$ cat config.mk
export PLATFORM = sky130hd
export DESIGN_NAME = witf_scoreboard
export DESIGN_NICKNAME = d
export VERILOG_FILES = /design/src/rtl/witf_scoreboard.sv
export SDC_FILE = /design/constraint.sdc
export NUM_CORES = 1
export LEC_CHECK = 0
export ABC_CLOCK_PERIOD_IN_PS = 2200
export BUFFER_PORTS_ARGS = -buffer_cell sky130_fd_sc_hd__buf_2
export CAP_MARGIN = 20
export CORE_UTILIZATION = 50
export CTS_CLUSTER_DIAMETER = 60
export CTS_CLUSTER_SIZE = 20
export DETAILED_ROUTE_END_ITERATION = 7
export PLACE_DENSITY = 0.83
export SLEW_MARGIN = 20
export SYNTH_ARGS = -nofsm -noshare
export SYNTH_HDL_FRONTEND = slang
export SYNTH_SLANG_ARGS = --single-unit
export TNS_END_PERCENT = 20
$ cat constraint.sdc
create_clock -name clk -period 2.2 [get_ports clk]
set_clock_uncertainty 0.1 [all_clocks]
set_input_delay 0.22 -clock clk [delete_from_list [all_inputs] [get_ports clk]]
set_output_delay 0.22 -clock clk [all_outputs]
set_load 0.02 [all_outputs]
$ cat src/rtl/witf_scoreboard.sv
// Write-in-flight scoreboard: circular buffer of pending destination registers with RAW checks.
// Optional flush of youngest entries is compiled in when WITF_FLUSH_EN is defined.
module witf_scoreboard #(
  parameter int DEPTH  = 4,
  parameter int NUM_RS = 2,
  parameter int AW     = 5,
  localparam int PW    = $clog2(DEPTH),
  localparam int CW    = $clog2(DEPTH + 1)
) (
  input  logic                 clk,
  input  logic                 rst,
  input  logic                 disp_en,
  input  logic [AW-1:0]        disp_rd,
  input  logic                 wb_en,
  input  logic [NUM_RS*AW-1:0] rs_addr,
  output logic [NUM_RS-1:0]    raw_vec,
  output logic                 isRAW,
  output logic                 witf_full,
  output logic                 witf_empty,
  output logic [CW-1:0]        count,
  output logic                 err
`ifdef WITF_FLUSH_EN
  ,
  input  logic                 flush_en,
  input  logic [CW-1:0]        flush_num
`endif
);

  logic [AW-1:0]    r_mem [DEPTH];
  logic [PW-1:0]    r_wr_ptr;
  logic [PW-1:0]    r_rd_ptr;
  logic [CW-1:0]    r_count;
  logic             r_err;

  logic             w_push;
  logic             w_pop;
  logic [CW-1:0]    w_cnt_pop;
  logic [CW-1:0]    w_drop;
  logic [PW-1:0]    w_wr_idx;
  logic [PW-1:0]    w_off;
  logic [DEPTH-1:0] w_live;

  assign witf_full  = (r_count == CW'(DEPTH));
  assign witf_empty = (r_count == '0);
  assign count      = r_count;
  assign err        = r_err;
  assign isRAW      = |raw_vec;

  // A full buffer still accepts a push when the same cycle retires the oldest entry.
  assign w_pop     = wb_en && !witf_empty;
  assign w_push    = disp_en && (!witf_full || wb_en);
  assign w_cnt_pop = r_count - CW'(w_pop);

`ifdef WITF_FLUSH_EN
  assign w_drop = !flush_en ? '0 : ((flush_num > w_cnt_pop) ? w_cnt_pop : flush_num);
`else
  assign w_drop = '0;
`endif

  // Flushed entries are taken off the young end, so the push lands where they started.
  assign w_wr_idx = r_wr_ptr - PW'(w_drop);

  always_ff @(posedge clk or negedge rst) begin
    if (!rst) begin
      r_wr_ptr <= '0;
      r_rd_ptr <= '0;
      r_count  <= '0;
      r_err    <= 1'b0;
    end else begin
      r_wr_ptr <= w_wr_idx + PW'(w_push);
      r_rd_ptr <= r_rd_ptr + PW'(w_pop);
      r_count  <= w_cnt_pop - w_drop + CW'(w_push);
      if ((disp_en && witf_full && !wb_en) || (wb_en && witf_empty)) begin
        r_err <= 1'b1;
      end
    end
  end

  always_ff @(posedge clk) begin
    if (w_push) begin
      r_mem[w_wr_idx] <= disp_rd;
    end
  end

  // A slot is live when its distance from the oldest entry is below count; x0 never hazards.
  always_comb begin
    w_live = '0;
    w_off  = '0;
    for (int j = 0; j < DEPTH; j++) begin
      w_off = PW'(j) - r_rd_ptr;
      if ((CW'(w_off) < r_count) && (r_mem[j] != '0)) begin
        w_live[j] = 1'b1;
      end
    end
  end

  always_comb begin
    raw_vec = '0;
    for (int i = 0; i < NUM_RS; i++) begin
      for (int j = 0; j < DEPTH; j++) begin
        if (w_live[j] && (r_mem[j] == rs_addr[i*AW +: AW])) begin
          raw_vec[i] = 1'b1;
        end
      end
    end
  end

endmodule
==> results of run 1 <==
==> flip-flops by register name, indices dropped and copies added (netlist names) <==
register / flops
err: 1
r_wr_ptr: 2
r_rd_ptr: 2
r_mem: 20
count: 3
==> metal layers <==
| metal | vias up | wire [um] | GRT usage |
|---|---|---|---|
| met4 | 0 | 96 | 0.143 |
| met5 | - | 0 | 0 |
| met2 | 45 | 2310 | 0.446 |
| met1 | 617 | 1690 | 0.324 |
| li1 | 624 | - | - |
| met3 | 10 | 173 | 0.0328 |
==> worst paths after layout <==
| path | cells past startpoint | startpoint | to |
|---|---|---|---|
| setup / recovery | 10 | r_rd_ptr[1]$_DFF_PN0_ | raw_vec[0] |
| hold / removal | 1 | disp_rd[3] | r_mem[1][3]$_DFFE_PP_ |
| setup reg to reg | 11 | count[0]$_DFF_PN0_ | count[2]$_DFF_PN0_ |
| hold reg to reg | 1 | err$_DFFE_PN0P_ | err$_DFFE_PN0P_ |
| max in group asynchronous | 2 | rst | count[1]$_DFF_PN0_ |
| min in group asynchronous | 2 | rst | count[0]$_DFF_PN0_ |
==> report_power, final <==
group          switching (mW)  internal, mW
combinational           0.774         0.751
clock                   0.137        0.0664
sequential              0.134         0.726
total                    1.05          1.54
==> final cells by class <==
class | instances | area, um2
Inverter | 8 | 30.0
Fill cell | 215 | 791
Multi-Input combinational cell | 101 | 930
Clock inverter | 1 | 3.75
Sequential cell | 28 | 805
Tap cell | 44 | 55.1
Timing Repair Buffer | 64 | 442
Clock buffer | 3 | 22.5
==> logic make-up (layout without fill, tap and decap cells) <==
group	count (synthesis)	in the layout	synth area share
adders and majority gates	9	9	0.0729
AOI/OAI and AO/OA	14	14	0.0577
xor gates and xnor gates	45	45	0.239
DFF	28	28	0.486
and+or+nand+nor	33	33	0.117
buffers and inverters	11	76	0.0273
==> synth_stat cells, drive strengths merged, types with 2 or more instances <==
master / number
xor2: 23
xnor2: 22
edfxtp: 20
dfrtp: 8
ha: 8
inv: 8
nand3: 6
nor3: 6
a21oi: 5
nor4: 4
o22ai: 4
or4: 4
nand2: 3
nor2: 3
clkbuf: 2
==> repair_timing <==
| action | 4_1_cts | 5_1_grt |
|---|---|---|
| buffers inserted | 6 | 1 |
| hold buffers | 1 | 3 |
| endpoints found under the hold margin | 8 | 8 |
| pin swaps | 10 | 8 |
| setup endpoints to repair | 4 | 5 |
| resized for setup | 13 | 10 |
==> critical path: stages (launching register included) <==
cell and delay (ps):
dfrtp_1 430, inv_1 60, ha_1 330, a21oi_2 50
nor2_2 130, o22ai_4 100, nor4_1 360, a31oi_1 110
buf_4 170, nand3b_1 100, buf_6 130
==> per-stage QoR <==
step           setup TNS (ps)  hold WS [ps]
2_1_floorplan            -172          -176
3_3_place_gp                0         -36.3
3_5_place_dp             -138         -24.3
4_1_cts                  -903          12.9
5_1_grt                 -1490          5.30
6_report                -1100          31.7
==> flow_summary.json, run 1 <==
{
  "timing_worst_setup_path_type": "flip-flop to primary output",
  "design.die.area_mm2": 0.00353,
  "finalWorstSetupSlack_ps": -397,
  "worstSkewPairLatency_ps": 320,
  "crit_arrival_ps": 2280,
  "fp.coreArea_mm2": 0.00308,
  "routed-via-count": 1296,
  "totalPowerFinal_mw": 2.59,
  "cts.root.buffer_cell": "clkbuf_4",
  "post-place-cells": 234,
  "final_min_period_over_clock_period": 1.18,
  "synth-async-reset-ratio": 0.286,
  "drv_slew": 0,
  "global_route.overflow_total": 0,
  "dpl_cell_area_mm2": 0.00205,
  "grt_use_total": 0.263,
  "power.density_cell_area_mw_per_mm2": 1130,
  "yosysTopAreaCellShare": 0.364,
  "share_of_synthesized_area_occupied_by_flip_flops_and_latches": 0.486,
  "cts_htree_levels": 1,
  "register_bit_total_from_synthesis": 28,
  "placement_rows": 20,
  "grt_max_degree": 16,
  "hp-class": "input port to flip-flop",
  "postSynthNetCount": 168,
  "clk_transition_reported_paths_ps": 140,
  "final_core_util": 0.743,
  "cts_buffers": 3,
  "synthesis.instances": 140,
  "antenna-diode-count": 0,
  "drcViolationCount": 0,
  "initial_antenna_violation_count": 0,
  "post-route-min-period_ps": 2600,
  "mostFrequentLayoutCell": "buf_4",
  "timing.fmax_ghz": 0.385,
  "p_leak_nw": 0.944,
  "run_status": "finished with violations",
  "cts-root-to-sink-buffers": 2,
  "floorplan.initialDensity": 0.535,
  "detailedPlace.worstSlack_ps": -71.7,
  "rsz0062_at_grt": "yes",
  "final_layout_size_suffix_gt1_frac": 0.424,
  "slew_headroom": 0.697,
  "vdd.ir_drop.worst_v": 0.000883,
  "die_width_um": 59.4,
  "floorplan.die.height_um": 59.4,
  "route.detailed.vias_per_inst": 5.20,
  "first_global_vias": 1405,
  "detail_route.first_pass.iterations": 4,
  "ant_nets": 0,
  "routed_wl_mm": 4.27,
  "netlist_top_cells_area": "edfxtp_1 (36%), xor2_1 (12%), dfrtp_1 (12%)",
  "timing.critical_path.required_ps": 1880,
  "grt_pass1_wl_mm": 6.64,
  "max_cap_viol_count": 0,
  "critPathMaxFanout": 3,
  "ys.flop_type": "edfxtp_1",
  "finalSetupViolations": 4,
  "clkSinkCount": 28,
  "number_of_enable_type_register_cells_in_the_synthesized_netlist": 20,
  "place.detailed.hpwl_mm": 3.14,
  "synthesis.area_per_instance_um2": 11.8,
  "cts_tree": "built",
  "synthesis.yosys.warnings": 0,
  "violations": "negative setup slack",
  "critical_path.endpoint_type": "primary output",
  "worstMarginPinSlew_ps": 453,
  "synth.distinct_cells": 32,
  "boundaryPins": 28,
  "fin_area_mm2": 0.00229,
  "final_estimated_routing_congestion_in_global_placement": 0.909,
  "finalNonFillerCells": 249,
  "route.detailed.wl_per_inst_um": 17.1,
  "timing.final.hold_violations": 0,
  "io_buffer_count": 27,
  "r2r_slack_ps": -50,
  "yosys.area.top_type": "edfxtp_1",
  "layout_overhead_on_the_synthesized_area_pct": 38.8,
  "post_layout_net_count": 234,
  "post_synth_instance_area_mm2": 0.00165,
  "setup_crit_start_kind": "flip-flop",
  "drt_first_iter_violations": 54,
  "mostFrequentLayoutCells": "buf_4 (33), buf_2 (24), xor2_1 (22)"
}
Power figures use the tool's default switching activity.
==> inputs of run 2 (changes only) <==
- CELL_PAD_IN_SITES_DETAIL_PLACEMENT: not set -> 1
- CELL_PAD_IN_SITES_GLOBAL_PLACEMENT: not set -> 1
- CORE_UTILIZATION: 50 -> 40
==> flow_summary.json, run 2 (synthesis results as in run 1) <==
{
  "sequentialPowerShare": 0.293,
  "portion_of_total_power_attributed_to_the_clock_network": 0.140,
  "vdd.ir_drop.worst_v": 0.000671,
  "fp.coreArea_mm2": 0.00380,
  "max_cap_viol_count": 0,
  "fin_area_mm2": 0.00235,
  "final_estimated_routing_congestion_in_global_placement": 0.888,
  "final.fill_count": 397,
  "cts-root-to-sink-buffers": 2,
  "floorplan.initialDensity": 0.434,
  "mostFrequentLayoutCell": "buf_4",
  "routed-via-count": 1345,
  "setup_crit_start_kind": "flip-flop",
  "boundaryPins": 28,
  "final-seq-area_um2": 803,
  "final_core_util": 0.619,
  "finalNonFillerCells": 251,
  "routed_wl_mm": 5.42,
  "finalSetupViolations": 5,
  "drcViolationCount": 0,
  "clkSinkCount": 28,
  "detailedPlace.worstSlack_ps": -86.9,
  "globalRouteMet2Util": 0.474,
  "detail_route.first_pass.iterations": 4,
  "grt_use_total": 0.275,
  "critPathMaxFanout": 2,
  "timing_worst_setup_path_type": "flip-flop to primary output",
  "hp-class": "input port to flip-flop",
  "final.setup.tns_ps": -1120,
  "final_layout_size_suffix_gt1_frac": 0.458,
  "timing.final.hold_violations": 0,
  "sw_frac_of_total": 0.409,
  "cts_tree": "built",
  "ant_nets": 0,
  "crit_arrival_ps": 2200,
  "design.die.area_mm2": 0.00438,
  "critical_path.endpoint_type": "primary output",
  "switchingPower_mw": 1.21,
  "cts_htree_levels": 1,
  "post_layout_net_count": 232,
  "violations": "negative setup slack",
  "timing.critical_path.required_ps": 1880,
  "slew_headroom": 0.696,
  "timing.fmax_ghz": 0.397,
  "place.detailed.hpwl_mm": 3.84,
  "worstSkewPairLatency_ps": 290,
  "global_route.peak_usage_layer": "met2",
  "finalWorstSetupSlack_ps": -321,
  "internal-power_mw": 1.75,
  "grt_pass1_wl_mm": 8.18,
  "r2r_slack_ps": -200,
  "mostFrequentLayoutCells": "buf_4 (35), buf_2 (24), xor2_1 (22)",
  "clk_transition_reported_paths_ps": 100,
  "first_global_vias": 1488,
  "global_route.overflow_total": 0,
  "route.detailed.wl_per_inst_um": 21.6,
  "use_met3": 0.0293,
  "post-route-min-period_ps": 2520,
  "drt_first_iter_violations": 86,
  "whs_ps": 46.9,
  "post-place-cells": 238,
  "layout_overhead_on_the_synthesized_area_pct": 42.7,
  "cts_buffers": 3,
  "route.detailed.vias_per_inst": 5.36,
  "initial_antenna_violation_count": 0,
  "antenna-diode-count": 0,
  "drv_slew": 0,
  "p_comb_frac": 0.567,
  "power.density_cell_area_mw_per_mm2": 1260,
  "run_status": "finished with violations",
  "die_width_um": 66.2,
  "placement_rows": 22,
  "totalPowerFinal_mw": 2.96,
  "floorplan.die.height_um": 66.2,
  "io_buffer_count": 27,
  "register_ranked_first_by_flip_flop_count": "r_mem",
  "dpl_cell_area_mm2": 0.00206,
  "final_min_period_over_clock_period": 1.15,
  "worstMarginPinSlew_ps": 454,
  "multi_input_comb_area_um2": 972,
  "rsz0062_at_grt": "yes",
  "cts.root.buffer_cell": "clkbuf_8",
  "grt_max_degree": 17,
  "p_leak_nw": 0.963,
  "gr_layer_usage_met1": 0.308,
  "largest_reg_flops": 20
}
-- run 2: cell type report --
cell class	count	area share
clock buffers	3	0.0176
multi-input cells	101	0.413
well taps	48	0.0255
flip-flops and latches	28	0.341
inverters	8	0.0128
repair buffers	62	0.177
clock inverters	1	0.0128
-- run 2: critical path, cell delays in order (launching register included) --
cell	delay (ps)
dfrtp_1	430
xor2_2	200
ha_1	320
a21oi_2	200
o22ai_2	110
nor4_2	330
nand4bb_4	210
buf_6	120
-- run 2: power groups by stage --
stage               clock network [mW]  logic, mW  registers [mW]
finish                           0.414       1.67           0.867
global route                     0.427       1.79           0.879
CTS                              0.423       1.47           0.847
detailed placement                   0       1.22           0.862
global placement                     0       1.11           0.841
floorplan                            0      0.674           0.908
-- run 2: path summary, 6_finish.rpt --
check                                       from  depth (start not counted)                     to
hold reg to reg                  err$_DFFE_PN0P_                          1        err$_DFFE_PN0P_
hold / removal                        disp_rd[0]                          1  r_mem[3][0]$_DFFE_PP_
setup reg to reg              count[1]$_DFF_PN0_                         12     count[2]$_DFF_PN0_
setup / recovery           r_rd_ptr[0]$_DFF_PN0_                          7                  isRAW
min in group asynchronous                    rst                          2  r_wr_ptr[0]$_DFF_PN0_
max in group asynchronous                    rst                          2     count[1]$_DFF_PN0_
-- run 2: metal layers --
layer,vias to the layer above,wire (um)
li1,621,-
met1,661,2220
met2,42,2760
met3,21,146
met4,0,292
met5,-,0
-- run 2: timing repair --
action | in CTS | in global routing
endpoints found under the setup margin | 4 | 5
endpoints found under the hold margin | 8 | 0
buffers inserted | 5 | 3
gates resized for setup | 18 | 11
pin swaps | 12 | 9
hold buffers | 1 | 0
